### src/rtl/i2s_frame_sequencer.sv
// ---------------------------------------------------------------------------
// i2s_frame_sequencer
//
// Captures the AD1868-side stereo serial stream. The block follows the
// LR/latch frame clock, opens a bit-capture window at a fixed offset into
// each frame, shifts left/right data MSB first into WIDTH-bit words, checks
// that every frame is exactly FRAME_LEN bit clocks long, and hands each
// completed sample pair to the downstream consumer over valid/ready.
//
// Frame tracking states:
//   HUNT   - no frame timing known; data ignored until a latch falling edge.
//   SYNC   - one edge seen, frame length not yet confirmed.
//   LOCKED - last frame ended exactly on FRAME_LEN.
//
// Ports:
//   i_clk        bit clock, all logic on the rising edge
//   i_rst        synchronous active-high reset
//   i_latch      LR/latch frame clock; falling edge marks frame start
//   i_data_l     left serial data, MSB first
//   i_data_r     right serial data, MSB first
//   o_data_l     held left sample
//   o_data_r     held right sample
//   o_valid      held sample pair is valid
//   i_ready      consumer accepts when o_valid & i_ready
//   o_locked     frame timing locked
//   o_frame_err  one-cycle pulse on an early or lost latch edge
//   o_overrun    one-cycle pulse when a completed pair is dropped
//   o_capture_en high in cycles where a data bit is shifted in
//
// Build option:
//   I2S_SEQ_MUTE_ON_ERROR_EN - when defined, the two commits following any
//   frame error load zero words instead of the captured data.
// ---------------------------------------------------------------------------
module i2s_frame_sequencer #(
    parameter int unsigned FRAME_LEN = 32,
    parameter int unsigned SKIP      = 13,
    parameter int unsigned WIDTH     = 16
) (
    input  logic             i_clk,
    input  logic             i_rst,
    input  logic             i_latch,
    input  logic             i_data_l,
    input  logic             i_data_r,
    output logic [WIDTH-1:0] o_data_l,
    output logic [WIDTH-1:0] o_data_r,
    output logic             o_valid,
    input  logic             i_ready,
    output logic             o_locked,
    output logic             o_frame_err,
    output logic             o_overrun,
    output logic             o_capture_en
);

    localparam logic [5:0] CNT_LAST   = 6'(FRAME_LEN - 1);
    localparam logic [5:0] CNT_CAP_LO = 6'(SKIP);
    localparam logic [5:0] CNT_CAP_HI = 6'(SKIP + WIDTH - 1);
    localparam logic [5:0] CNT_COMMIT = 6'(SKIP + WIDTH);

    typedef enum logic [1:0] {
        ST_HUNT,
        ST_SYNC,
        ST_LOCKED
    } state_t;

    state_t           state;
    state_t           state_nx;
    logic [5:0]       count;
    logic [5:0]       count_nx;
    logic             r_latch_d;
    logic             latch_fall;
    logic             tracking;
    logic             at_last;
    logic             capture;
    logic             commit;
    logic             frame_err_nx;
    logic             load;
    logic             overrun_nx;
    logic [WIDTH-1:0] shift_l;
    logic [WIDTH-1:0] shift_r;
    logic [WIDTH-1:0] word_l;
    logic [WIDTH-1:0] word_r;

    // ------------------------------------------------------------------
    // Frame timing decode
    // ------------------------------------------------------------------
    assign latch_fall = r_latch_d & ~i_latch;
    assign tracking   = (state != ST_HUNT);
    assign at_last    = (count == CNT_LAST);

    // Window test uses registered count/state only, so the probe output
    // does not depend combinationally on the latch pin.
    assign capture = tracking && (count >= CNT_CAP_LO) && (count <= CNT_CAP_HI);

    // A latch edge on the commit cycle restarts the frame and wins.
    assign commit = tracking && !latch_fall && (count == CNT_COMMIT);

    assign o_capture_en = capture;

    // ------------------------------------------------------------------
    // Next-state / counter logic
    // ------------------------------------------------------------------
    always_comb begin
        state_nx     = state;
        count_nx     = count;
        frame_err_nx = 1'b0;

        // Count restarts from the edge; otherwise it saturates at the
        // last position, which is where HUNT parks it.
        if (latch_fall) begin
            count_nx = '0;
        end else if (!at_last) begin
            count_nx = count + 6'd1;
        end

        case (state)
            ST_HUNT: begin
                if (latch_fall) begin
                    state_nx = ST_SYNC;
                end
            end
            default: begin
                if (latch_fall) begin
                    if (at_last) begin
                        state_nx = ST_LOCKED;
                    end else begin
                        state_nx     = ST_SYNC;
                        frame_err_nx = 1'b1;
                    end
                end else if (at_last) begin
                    state_nx     = ST_HUNT;
                    frame_err_nx = 1'b1;
                end
            end
        endcase
    end

    always_ff @(posedge i_clk) begin
        if (i_rst) begin
            state       <= ST_HUNT;
            count       <= '0;
            r_latch_d   <= 1'b0;
            o_locked    <= 1'b0;
            o_frame_err <= 1'b0;
        end else begin
            state       <= state_nx;
            count       <= count_nx;
            r_latch_d   <= i_latch;
            o_locked    <= (state_nx == ST_LOCKED);
            o_frame_err <= frame_err_nx;
        end
    end

    // ------------------------------------------------------------------
    // Serial capture
    // ------------------------------------------------------------------
    always_ff @(posedge i_clk) begin
        if (i_rst) begin
            shift_l <= '0;
            shift_r <= '0;
        end else if (capture) begin
            shift_l <= {shift_l[WIDTH-2:0], i_data_l};
            shift_r <= {shift_r[WIDTH-2:0], i_data_r};
        end
    end

    // ------------------------------------------------------------------
    // Optional mute after frame errors
    // ------------------------------------------------------------------
`ifdef I2S_SEQ_MUTE_ON_ERROR_EN
    logic [1:0] mute_cnt;

    // Every commit consumes one mute slot, whether or not the pair is
    // actually accepted by the output stage.
    always_ff @(posedge i_clk) begin
        if (i_rst) begin
            mute_cnt <= '0;
        end else if (frame_err_nx) begin
            mute_cnt <= 2'd2;
        end else if (commit && (mute_cnt != '0)) begin
            mute_cnt <= mute_cnt - 2'd1;
        end
    end

    assign word_l = (mute_cnt != '0) ? '0 : shift_l;
    assign word_r = (mute_cnt != '0) ? '0 : shift_r;
`else
    assign word_l = shift_l;
    assign word_r = shift_r;
`endif

    // ------------------------------------------------------------------
    // Output holding stage
    // ------------------------------------------------------------------
    // A commit loads when the holding register is empty or being drained
    // in the same cycle; otherwise the new pair is dropped.
    assign load       = commit && (!o_valid || i_ready);
    assign overrun_nx = commit && o_valid && !i_ready;

    always_ff @(posedge i_clk) begin
        if (i_rst) begin
            o_data_l  <= '0;
            o_data_r  <= '0;
            o_valid   <= 1'b0;
            o_overrun <= 1'b0;
        end else begin
            o_overrun <= overrun_nx;
            if (load) begin
                o_data_l <= word_l;
                o_data_r <= word_r;
                o_valid  <= 1'b1;
            end else if (o_valid && i_ready) begin
                o_valid <= 1'b0;
            end
        end
    end

endmodule

### config.mk
export PLATFORM = sky130hd
export DESIGN_NAME = i2s_frame_sequencer
export DESIGN_NICKNAME = d
export VERILOG_FILES = /design/src/rtl/i2s_frame_sequencer.sv
export SDC_FILE = /design/constraint.sdc
export NUM_CORES = 1
export LEC_CHECK = 0
export ABC_AREA = 1
export CORE_ASPECT_RATIO = 1.75
export CORE_UTILIZATION = 49
export DETAILED_ROUTE_END_ITERATION = 6
export GPL_TIMING_DRIVEN = 0
export MAX_ROUTING_LAYER = met4
export PLACE_DENSITY = 0.82
export RECOVER_POWER = 50
export SLEW_MARGIN = 15
export SYNTH_ARGS = -nofsm -noshare
export SYNTH_HDL_FRONTEND = slang
export SYNTH_SLANG_ARGS = --single-unit
### constraint.sdc
create_clock -name i_clk -period 3.45 [get_ports i_clk]
set_input_delay 0.69 -clock i_clk [delete_from_list [all_inputs] [get_ports i_clk]]
set_output_delay 0.69 -clock i_clk [all_outputs]
set_load 0.02 [all_outputs]
==> impl_metrics.json <==
{
  "cts_buffers": 9,
  "synth_top_family_by_area": "simple AND/OR/NAND/NOR gates",
  "power_frac_comb": 0.047,
  "h-tree-depth": 3,
  "cp-end-kind": "output port",
  "crit_type": "register to output port",
  "path_buf_inv": 5,
  "yosys.area_share.adder": 0.01392,
  "synth_most_common_cell": "nand2_1",
  "startpoint_type": "register",
  "cts_tree": "done",
  "die_h_um": 115.3,
  "yosys-top-cells-count": "nand2_1 (120), inv_1 (115), nor2_1 (80)",
  "clk_pin_slew_worst_paths_ns": 0.06,
  "grt_max_degree": 13,
  "multi_input_area_um2": 1434,
  "drive_gt1_frac": 0.06136,
  "hold_path_class": "register to register",
  "dr.pass1.iters": 4,
  "yosys-top-cells-area": "dfxtp_1 (43%), nand2_1 (13%), inv_1 (12%), nor2_1 (8.4%), nand4_1 (5.6%)",
  "drt_wl_total_um": 7683,
  "synthMuxAreaShare": 0,
  "fin_crit_sh": 0.9053,
  "holdBufCountCts": 0,
  "finalHoldViolCount": 0,
  "outcome": "complete, no violations",
  "cp.arrival_ns": 2.43,
  "slew-limit-headroom": 0.6528,
  "clkLatencyLatePin_ns": 0.34,
  "finalNetCount": 608,
  "postCtsSetupBuffers": 0,
  "cts_max_path_buffers": 2,
  "path_max_fanout": 10,
  "drtIter0Drc": 161,
  "leakage_nw": 2.009,
  "synth_edf_count": 0,
  "setup_viol": 0,
  "num_rows": 41,
  "grtUsageTotal": 0.2295,
  "ant_nets": 0,
  "fin_crit_ns": 3.123,
  "synth_xor_area_frac": 0.004871,
  "vdd_ir_drop_max_v": 0.0002683,
  "seq_area_um2": 1541,
  "worst_pin_slew_ns": 0.5190,
  "cts_resized": 0,
  "die_x_um": 66.76,
  "root_buffer": "clkbuf_16",
  "ios": 43,
  "powerDensity_nw_per_um2": 421.6,
  "synth_fp_nets": 555,
  "synth-simple-area-share": 0.3271,
  "clkSinkCount": 77,
  "netlist_instances": 545,
  "vias_per_cell": 4.803,
  "synth-main-ff-cell": "dfxtp_1",
  "slowest_delay_ns": 0.60,
  "fin_worst_skew_ns": 0.004702,
  "nFillCells": 617,
  "grt-ovfl-total": 0,
  "clkPwrFrac": 0.468,
  "synth.cell_area_um2": 3596,
  "power_frac_seq": 0.485,
  "core_area_um2": 7131,
  "synth_top_area_frac": 0.4287,
  "fmax_mhz": 320.2,
  "cp_cell_sequence": "inv_1, ha_1, inv_1, nand2_1, nor2_1, nor2_1, buf_2, buf_2, and2_1, clkdlybuf4s50_1",
  "synth.avg_cell_area_um2": 6.598,
  "ys_ff_latch": 77,
  "routabilityCongestion": 0.8436,
  "setup_tns_ns": 0,
  "portBuffers": 42,
  "synth-compound-area-share": 0.05498,
  "yosysWarningCount": 0,
  "wire_per_inst_um": 11.15,
  "switching_share": 0.2218,
  "antenna_found_initial": 0,
  "reg2reg_slack_ns": 1.67,
  "drc": 0,
  "vias": 3309,
  "async_reset_ff_frac": 0,
  "area_growth_pct": 22.13,
  "dieArea_um2": 7699,
  "initial_core_util": 0.5043,
  "grt_pass1_vias": 3084,
  "rsz0062_at_grt": "false",
  "p_int_mw": 1.441,
  "whs_ns": 0.4811,
  "crit_required_ns": 2.76,
  "hpwl_um": 5456,
  "slowest_stage": "clkdlybuf4s50_1",
  "synth_top_area_cell": "dfxtp_1",
  "path_delay_family": "buffers and inverters",
  "yosysSeqAreaShare": 0.4287,
  "diodes": 0,
  "final_max_slew_viol_count": 0,
  "power_switching_mw": 0.4107,
  "grt_pass1_wl_um": 13120,
  "drv_cap": 0,
  "synth_cell_types": 23
}
[cells by family after synthesis]
group                    count (synthesis)
XOR/XNOR                                 2
AO/OA/AOI/OAI                           39
adder cells (fa/ha/maj)                  4
AND/OR/NAND/NOR                        274
flip-flops                              77
buffers and inverters                  149
[layout make-up]
| class | count | share of cell area |
|---|---|---|
| Sequential cell | 77 | 0.3510 |
| Multi-Input combinational cell | 319 | 0.3265 |
| Inverter | 116 | 0.09915 |
| Timing Repair Buffer | 42 | 0.09573 |
| Clock buffer | 11 | 0.05755 |
| Buffer | 33 | 0.03989 |
| Tap cell | 86 | 0.02450 |
| Clock inverter | 5 | 0.005698 |
[placed cells by master (no fill, tap or decap)]
cell type        count
a21oi_1             35
a31oi_1              2
and2_1               1
buf_2               11
buf_4                4
buf_6                3
clkbuf_1            15
clkbuf_16            9
clkbuf_8             2
clkdlybuf4s50_1      5
clkinv_2             5
dfxtp_1             77
dlygate4sd3_1       37
ha_1                 4
inv_1              115
inv_2                1
nand2_1            120
nand3_1             37
nand4_1             32
nor2_1              81
nor2_4               1
nor3_1               1
o21ai_0              2
or2_2                1
xnor2_1              1
xor2_1               1
[power groups by stage]
| stage | registers [mW] | logic [mW] | clock network (mW) |
|---|---|---|---|
| after floorplan | 0.916 | 0.0629 | 0 |
| after global placement | 0.916 | 0.0851 | 0 |
| after detailed placement | 0.916 | 0.0876 | 0 |
| after CTS | 0.897 | 0.0887 | 0.878 |
| after global routing | 0.897 | 0.0985 | 0.918 |
| final | 0.897 | 0.0877 | 0.867 |
[registers in the layout (all words and copies together), names as in the netlist]
signal and cells:
o_data_l 16, r_latch_d 1, count 6, o_data_r 16
shift_r 16, o_valid 1, state 2, shift_l 16
o_locked 1, o_overrun 1, o_frame_err 1
[final timing paths]
kind | from | to | depth (start not counted)
setup reg to reg | count[1] | o_data_l[12] | 9
hold / removal | shift_r[10] | shift_r[10] | 2
setup / recovery | count[0] | o_capture_en | 10
hold reg to reg | shift_r[10] | shift_r[10] | 2
[worst reg2reg max path: cells and delay by family, from the launching register on]
kind / cells / cell delay (ns)
AND/OR/NAND/NOR: 5 / 0.79
adder cells (fa/ha/maj): 1 / 0.17
buffers and inverters: 3 / 0.42
flip-flops: 1 / 0.33
[through the flow]
stage,worst slack [ns],std cells,power (mW),util,cell area (um^2)
CTS,0.3332,689,1.864,0.6173,4402
detailed placement,0.7295,673,1.004,0.5783,4124
floorplan,1.401,545,0.9787,-,3596
global placement,0.7430,673,1.001,0.5783,4124
finish,0.3268,689,1.852,0.6159,4392
global route,0.1785,689,1.913,0.6159,4392
[routing by layer]
layer  share of wire  global-route usage  vias up
met3           0.037             0.05159       15
met2            0.54              0.3993       69
met4           0.022              0.1220        0
met1            0.40              0.2314     1471
met5               0                   -        -
li1                -                   -     1754
No activity file was read; power rests on OpenSTA's default activity.
